### src/rtl/mer_power_accumulator_if.sv
// Symbol-rate sample stream into the MER power accumulator and its window results.
interface mer_power_accumulator_if #(
    parameter int unsigned DATA_WIDTH = 18
);
    logic                           clk_en;
    logic                           start;
    logic signed [DATA_WIDTH-1:0]   errorless_decision_variable;
    logic signed [DATA_WIDTH-1:0]   error;
    logic                           busy;
    logic                           result_valid;
    logic [2*DATA_WIDTH-1:0]        signal_power;
    logic [2*DATA_WIDTH-1:0]        error_power;
    logic [DATA_WIDTH-1:0]          peak_error;

    modport master (
        output clk_en,
        output start,
        output errorless_decision_variable,
        output error,
        input  busy,
        input  result_valid,
        input  signal_power,
        input  error_power,
        input  peak_error
    );

    modport slave (
        input  clk_en,
        input  start,
        input  errorless_decision_variable,
        input  error,
        output busy,
        output result_valid,
        output signal_power,
        output error_power,
        output peak_error
    );
endinterface

### src/rtl/mer_power_accumulator.sv
// Accumulates reference and error power over 2^LOG2_SYMBOLS symbols and reports the
// window means plus the peak |error| with a one-clock result_valid pulse.
module mer_power_accumulator #(
    parameter int unsigned DATA_WIDTH   = 18,
    parameter int unsigned LOG2_SYMBOLS = 10
) (
    input logic                    clk,
    input logic                    reset,
    mer_power_accumulator_if.slave bus
);
    localparam int unsigned SqW  = 2 * DATA_WIDTH;
    localparam int unsigned AccW = SqW + LOG2_SYMBOLS;
    localparam int unsigned CntW = LOG2_SYMBOLS + 1;
    localparam logic [CntW-1:0] LastSym = CntW'((1 << LOG2_SYMBOLS) - 1);

    typedef enum logic [1:0] {StIdle, StAccum, StDone} state_e;

    state_e state_q, state_d;

    logic signed [SqW-1:0]   ref_ext, err_ext;
    logic [SqW-1:0]          sig_sq_d, err_sq_d, sig_sq_q, err_sq_q;
    logic [DATA_WIDTH-1:0]   abs_err_d, abs_err_q;
    logic [AccW-1:0]         sig_acc_d, sig_acc_q, err_acc_d, err_acc_q;
    logic [DATA_WIDTH-1:0]   peak_d, peak_q;
    logic [CntW-1:0]         sym_cnt_d, sym_cnt_q;
    logic [SqW-1:0]          signal_power_d, signal_power_q;
    logic [SqW-1:0]          error_power_d, error_power_q;
    logic [DATA_WIDTH-1:0]   peak_error_d, peak_error_q;
    logic                    result_valid_d, result_valid_q;

    // Squares are formed at full 2*DATA_WIDTH so the most negative input squares exactly.
    always_comb begin
        ref_ext   = SqW'(bus.errorless_decision_variable);
        err_ext   = SqW'(bus.error);
        sig_sq_d  = ref_ext * ref_ext;
        err_sq_d  = err_ext * err_ext;
        abs_err_d = bus.error[DATA_WIDTH-1] ? unsigned'(-bus.error) : unsigned'(bus.error);
    end

    always_ff @(posedge clk) begin
        if (reset) begin
            sig_sq_q  <= '0;
            err_sq_q  <= '0;
            abs_err_q <= '0;
        end else if (bus.clk_en) begin
            sig_sq_q  <= sig_sq_d;
            err_sq_q  <= err_sq_d;
            abs_err_q <= abs_err_d;
        end
    end

    always_comb begin
        state_d        = state_q;
        sig_acc_d      = sig_acc_q;
        err_acc_d      = err_acc_q;
        peak_d         = peak_q;
        sym_cnt_d      = sym_cnt_q;
        signal_power_d = signal_power_q;
        error_power_d  = error_power_q;
        peak_error_d   = peak_error_q;
        result_valid_d = 1'b0;

        unique case (state_q)
            StIdle: begin
                if (bus.start) begin
                    state_d   = StAccum;
                    sig_acc_d = '0;
                    err_acc_d = '0;
                    peak_d    = '0;
                    sym_cnt_d = '0;
                end
            end
            StAccum: begin
                if (bus.clk_en) begin
                    sig_acc_d = sig_acc_q + AccW'(sig_sq_q);
                    err_acc_d = err_acc_q + AccW'(err_sq_q);
                    if (abs_err_q > peak_q) begin
                        peak_d = abs_err_q;
                    end
                    sym_cnt_d = sym_cnt_q + CntW'(1);
                    if (sym_cnt_q == LastSym) begin
                        state_d = StDone;
                    end
                end
            end
            StDone: begin
                signal_power_d = SqW'(sig_acc_q >> LOG2_SYMBOLS);
                error_power_d  = SqW'(err_acc_q >> LOG2_SYMBOLS);
                peak_error_d   = peak_q;
                result_valid_d = 1'b1;
                state_d        = StIdle;
            end
            default: state_d = StIdle;
        endcase
    end

    always_ff @(posedge clk) begin
        if (reset) begin
            state_q        <= StIdle;
            sig_acc_q      <= '0;
            err_acc_q      <= '0;
            peak_q         <= '0;
            sym_cnt_q      <= '0;
            signal_power_q <= '0;
            error_power_q  <= '0;
            peak_error_q   <= '0;
            result_valid_q <= 1'b0;
        end else begin
            state_q        <= state_d;
            sig_acc_q      <= sig_acc_d;
            err_acc_q      <= err_acc_d;
            peak_q         <= peak_d;
            sym_cnt_q      <= sym_cnt_d;
            signal_power_q <= signal_power_d;
            error_power_q  <= error_power_d;
            peak_error_q   <= peak_error_d;
            result_valid_q <= result_valid_d;
        end
    end

    assign bus.busy         = (state_q != StIdle);
    assign bus.result_valid = result_valid_q;
    assign bus.signal_power = signal_power_q;
    assign bus.error_power  = error_power_q;
    assign bus.peak_error   = peak_error_q;
endmodule

### src/flat_wrapper.sv
// flat-port wrapper written by rule: the top's interface ports become plain ports
module mer_power_accumulator_flat 
#(
    parameter int unsigned DATA_WIDTH   = 18,
    parameter int unsigned LOG2_SYMBOLS = 10
)
  (clk, reset, bus_clk_en, bus_start, bus_errorless_decision_variable, bus_error, bus_busy, bus_result_valid, bus_signal_power, bus_error_power, bus_peak_error);
  mer_power_accumulator_if #(.DATA_WIDTH(DATA_WIDTH)) bus_i ();
  input logic clk;
  input logic reset;
  input wire logic [$bits(bus_i.clk_en)-1:0] bus_clk_en;
  input wire logic [$bits(bus_i.start)-1:0] bus_start;
  input wire logic [$bits(bus_i.errorless_decision_variable)-1:0] bus_errorless_decision_variable;
  input wire logic [$bits(bus_i.error)-1:0] bus_error;
  output wire logic [$bits(bus_i.busy)-1:0] bus_busy;
  output wire logic [$bits(bus_i.result_valid)-1:0] bus_result_valid;
  output wire logic [$bits(bus_i.signal_power)-1:0] bus_signal_power;
  output wire logic [$bits(bus_i.error_power)-1:0] bus_error_power;
  output wire logic [$bits(bus_i.peak_error)-1:0] bus_peak_error;
  assign bus_i.clk_en = bus_clk_en;
  assign bus_i.start = bus_start;
  assign bus_i.errorless_decision_variable = bus_errorless_decision_variable;
  assign bus_i.error = bus_error;
  assign bus_busy = bus_i.busy;
  assign bus_result_valid = bus_i.result_valid;
  assign bus_signal_power = bus_i.signal_power;
  assign bus_error_power = bus_i.error_power;
  assign bus_peak_error = bus_i.peak_error;
  mer_power_accumulator #(.DATA_WIDTH(DATA_WIDTH), .LOG2_SYMBOLS(LOG2_SYMBOLS)) u_core (.clk(clk), .reset(reset), .bus(bus_i));
endmodule
### config.mk
export PLATFORM = sky130hd
export DESIGN_NAME = mer_power_accumulator_flat
export DESIGN_NICKNAME = d
export VERILOG_FILES = /design/src/rtl/mer_power_accumulator_if.sv /design/src/rtl/mer_power_accumulator.sv /design/src/flat_wrapper.sv
export SDC_FILE = /design/constraint.sdc
export NUM_CORES = 2
export LEC_CHECK = 0
export CAP_MARGIN = 20
export CORE_ASPECT_RATIO = 0.75
export CORE_UTILIZATION = 40
export CTS_BUF_LIST = sky130_fd_sc_hd__clkbuf_4
export DETAILED_ROUTE_END_ITERATION = 12
export DONT_BUFFER_PORTS = 1
export GPL_TIMING_DRIVEN = 0
export HOLD_SLACK_MARGIN = 0.02
export SYNTH_ARGS = -nofsm -noshare
export SYNTH_HDL_FRONTEND = slang
export SYNTH_SLANG_ARGS = --single-unit
### constraint.sdc
create_clock -name clk -period 17.14 [get_ports clk]
set_clock_uncertainty 0.15 [all_clocks]
set_input_delay 1.714 -clock clk [delete_from_list [all_inputs] [get_ports clk]]
set_output_delay 1.714 -clock clk [all_outputs]
set_load 0.01 [all_outputs]
==> metrics.md <==
| Metric | Value |
|---|---|
| CTS tree | `done` |
| Critical path launch point type | `input port` |
| Syn Nets | `5173` |
| Final instance area | `~39000 sq um` |
| Status | `completed` |
| Post-synth EDFFs | `0` |
| Cell area after synthesis | `36820 sq um` |
| RSZ-0062 raised after global routing | `false` |
| Setup TNS Final | `0 ns` |
| Final Hold Fails | `0` |
| R2R Setup Slk | `13.31 ns` |
| CTS root buffer | `clkbuf_4` |
| Max FO, Critical Path | `10` |
| Remaining antenna violation count | `0` |
| Max-capacitance violation count | `0` |
| Synthesis Warnings | `0` |
| Via count | `28310` |
| Hold-fix buffers, CTS | `0` |
| GRT Total Usage | `0.2246` |
| Area growth, synth to finish | `6.851%` |
| Worst path required time | `17.64 ns` |
| Aggregate global routing overflow | `0` |
| Clock Pin Slew Worst Setup and Hold Paths | `0.06 ns` |
| Cells after Synth | `about 4200` |
| Worst-skew pair later-pin latency | `0.83 ns` |
| Die Span Y | `approximately 260 um` |
| Final setup fails | `0` |
| Non-filler instance count after layout | `5586` |
| Slew margin rel. | `0.3623` |
| First-pass GRT wire length | `approximately 160000 um` |
| Post-DP HPWL | `between 80000 and 90000 um` |
| Hold path startpoint | `u_core.sig_acc_q[9]` |
| Final net count | `5259` |
| Hold EP | `u_core.sig_acc_q[9]` |
| Core area | `roughly 90000 sq um` |
| Critical-path top delay cell | `buf_1` |
| Main synth FF type | `dfxtp_1` |
| Crit-path max cell delay | `0.68 ns` |
| Hold-critical path depth | `2` |
| I/O Pins | `around 130` |
| Share of cells above drive strength 1 | `0.03567` |
| Total wire length | `103500 um` |
| Initial DRC Count | `2085` |
| Number of global-route vias before repair | `between 20000 and 30000` |
| Ys async rst share | `0` |
| RePlAce Congestion | `0.9204` |
| Maximum buffer depth of the clock tree | `3` |
| Hold Path Class | `register to register` |
| R2r startpoint | `u_core.err_acc_q[8]` |
| Peak Freq | `0.1077 GHz` |
| CTS Buf Count | `84` |
| Distinct cells, synth | `79` |
| Seq/Total Area, Yosys | `0.1637` |
| DP Area | `38330 sq um` |
| WS Path Type | `input port to register` |
| Worst-Margin Slew | `0.9565 ns` |
| Initial antenna violation count | `3` |
| Min cycle time layout | `a little over 9 ns` |
| Slew Viols, Final | `0` |
| Initial Util | `0.4076` |
| Post-CTS sizing | `0` |
| Vias/cell | `5.068` |
| Worst r2r dst | `u_core.err_acc_q[41]` |
| DR pass1 iterations | `6` |
| Inst Count DP | `5447` |
| CTS sink count | `301` |
| CP Capture Type | `register` |
| Die area | `93270 sq um` |
| Setup bufs post-CTS | `0` |
| Worst r2r path cells | `10` |
| Die width | `352.3 um` |
| Number of H-tree levels | `3` |
| Wirelength per Cell | `18.52 um` |
| Pin count of the biggest net entering global routing | `15` |
| Fin crit share | `0.5417` |
| DR DRC count | `0` |
| # port buffers | `0` |
| Crit path DAT | `9.79 ns` |
| Syn Area/Cell | `8.694 sq um` |
| Seq cells post-synth | `301` |
| Rows | `95` |
| Filler instances | `9055` |
how the worst max path moves through the flow:
stage / endpoint / cells after the start / start / slack, ns
after detailed placement: u_core.err_sq_q[33] / 26 / bus_error[17] / 7.21
final: u_core.err_sq_q[33] / 26 / bus_error[17] / 7.86
after CTS: u_core.err_sq_q[33] / 26 / bus_error[17] / 8.05
after floorplan: u_core.err_sq_q[33] / 26 / bus_error[17] / 8.73
after global placement: u_core.err_sq_q[33] / 26 / bus_error[17] / 7.28
after global routing: u_core.err_sq_q[33] / 26 / bus_error[17] / 7.53
area by class of cell:
cell class                 count  area (sq um)  share of cell area
clock buffer                 111         833.3             0.02118
clock inverter                27         170.2            0.004325
tap                         1212          1516             0.03855
antenna                        1         2.502          0.00006361
inverter                     890          3353             0.08524
buffer                       154         585.6             0.01488
multi-input combinational   2890         26850              0.6826
sequential                   301          6026              0.1532
Yosys cell counts (all sizes together) (24+ instances only):
master    n  share of area
a211oi   30         0.0063
a21o     60          0.012
a21oi   235          0.032
a22oi    34         0.0069
and2     59          0.010
and3     24         0.0041
clkbuf  135          0.014
dfxtp   301           0.16
fa      594           0.32
ha      304           0.10
inv     881          0.090
mux2i    75          0.020
nand2   575          0.059
nand2b   24         0.0041
nand3    38         0.0053
nor2    269          0.027
nor2b    28         0.0048
o21ai   115          0.016
xnor2   117          0.028
xor2     60          0.014
cell usage in the layout, fill, tap and decap left out, types with 7 or more instances in the layout:
| cell type | n |
|---|---|
| mux2i_1 | 75 |
| clkinv_2 | 7 |
| fa_1 | 594 |
| ha_1 | 304 |
| or3_1 | 16 |
| and3_1 | 24 |
| a31oi_1 | 12 |
| a21boi_0 | 7 |
| nor2b_1 | 28 |
| a21oi_1 | 235 |
| xor2_1 | 60 |
| clkbuf_4 | 111 |
| nand4_1 | 18 |
| and2_1 | 59 |
| o21ai_0 | 113 |
| buf_1 | 18 |
| o21a_1 | 22 |
| nand2_1 | 575 |
| nor4_1 | 7 |
| o21bai_1 | 12 |
| nand2b_1 | 24 |
| and4_1 | 10 |
| dfxtp_1 | 301 |
| o31ai_1 | 7 |
| a22oi_1 | 34 |
| xnor2_1 | 117 |
| a2111oi_0 | 8 |
| inv_1 | 879 |
| nor3_1 | 22 |
| clkbuf_1 | 135 |
| a21o_1 | 60 |
| nor2_1 | 269 |
| a211oi_1 | 29 |
| nand3_1 | 37 |
| clkinv_1 | 20 |
| a311oi_1 | 8 |
| a31o_2 | 8 |
cells by family after synthesis:
group / synth area share
compound gates: 0.1082
xor+xnor: 0.04211
fa+ha+maj: 0.4263
buf+inv: 0.1070
flops: 0.1637
mux: 0.02070
simple gates: 0.1320
routing by layer:
layer  GRT usage  routed length (um)  vias up
li1            -                   -    13470
met1      0.3498               51590    13870
met2      0.3095               40630      856
met3     0.05762                9807      112
met4     0.04054                1425        0
met5           0                   0        -
state kept, by name, indices dropped and copies added, names as in the netlist:
name                     count
u_core.sym_cnt_q            11
u_core.sig_sq_q             35
u_core.peak_q               18
u_core.state_q               2
u_core.sig_acc_q            46
u_core.bus.result_valid      1
u_core.bus.peak_error       18
u_core.bus.signal_power     36
u_core.abs_err_q            18
u_core.bus.error_power      36
u_core.err_acc_q            46
u_core.err_sq_q             34
metrics by stage:
step,setup WS (ns),util,hold WS [ns]
2_1_floorplan,8.731,-,0.2791
3_3_place_gp,7.284,0.4243,0.2975
3_5_place_dp,7.210,0.4243,0.3069
4_1_cts,8.048,0.4355,0.3159
5_1_grt,7.528,0.4355,0.3385
6_report,7.856,0.4355,0.3178
critical path: cells and delay by family:
kind / cells / cell delay, ns
xor+xnor: 1 / 0.15
simple gates: 3 / 0.43
buf+inv: 9 / 2.44
mux: 1 / 0.16
fa+ha+maj: 7 / 3.44
compound gates: 5 / 1.43
Power is left out: the tool's default activity adds up to more than one toggle a clock period on the data nets, which glitch-free logic cannot reach.
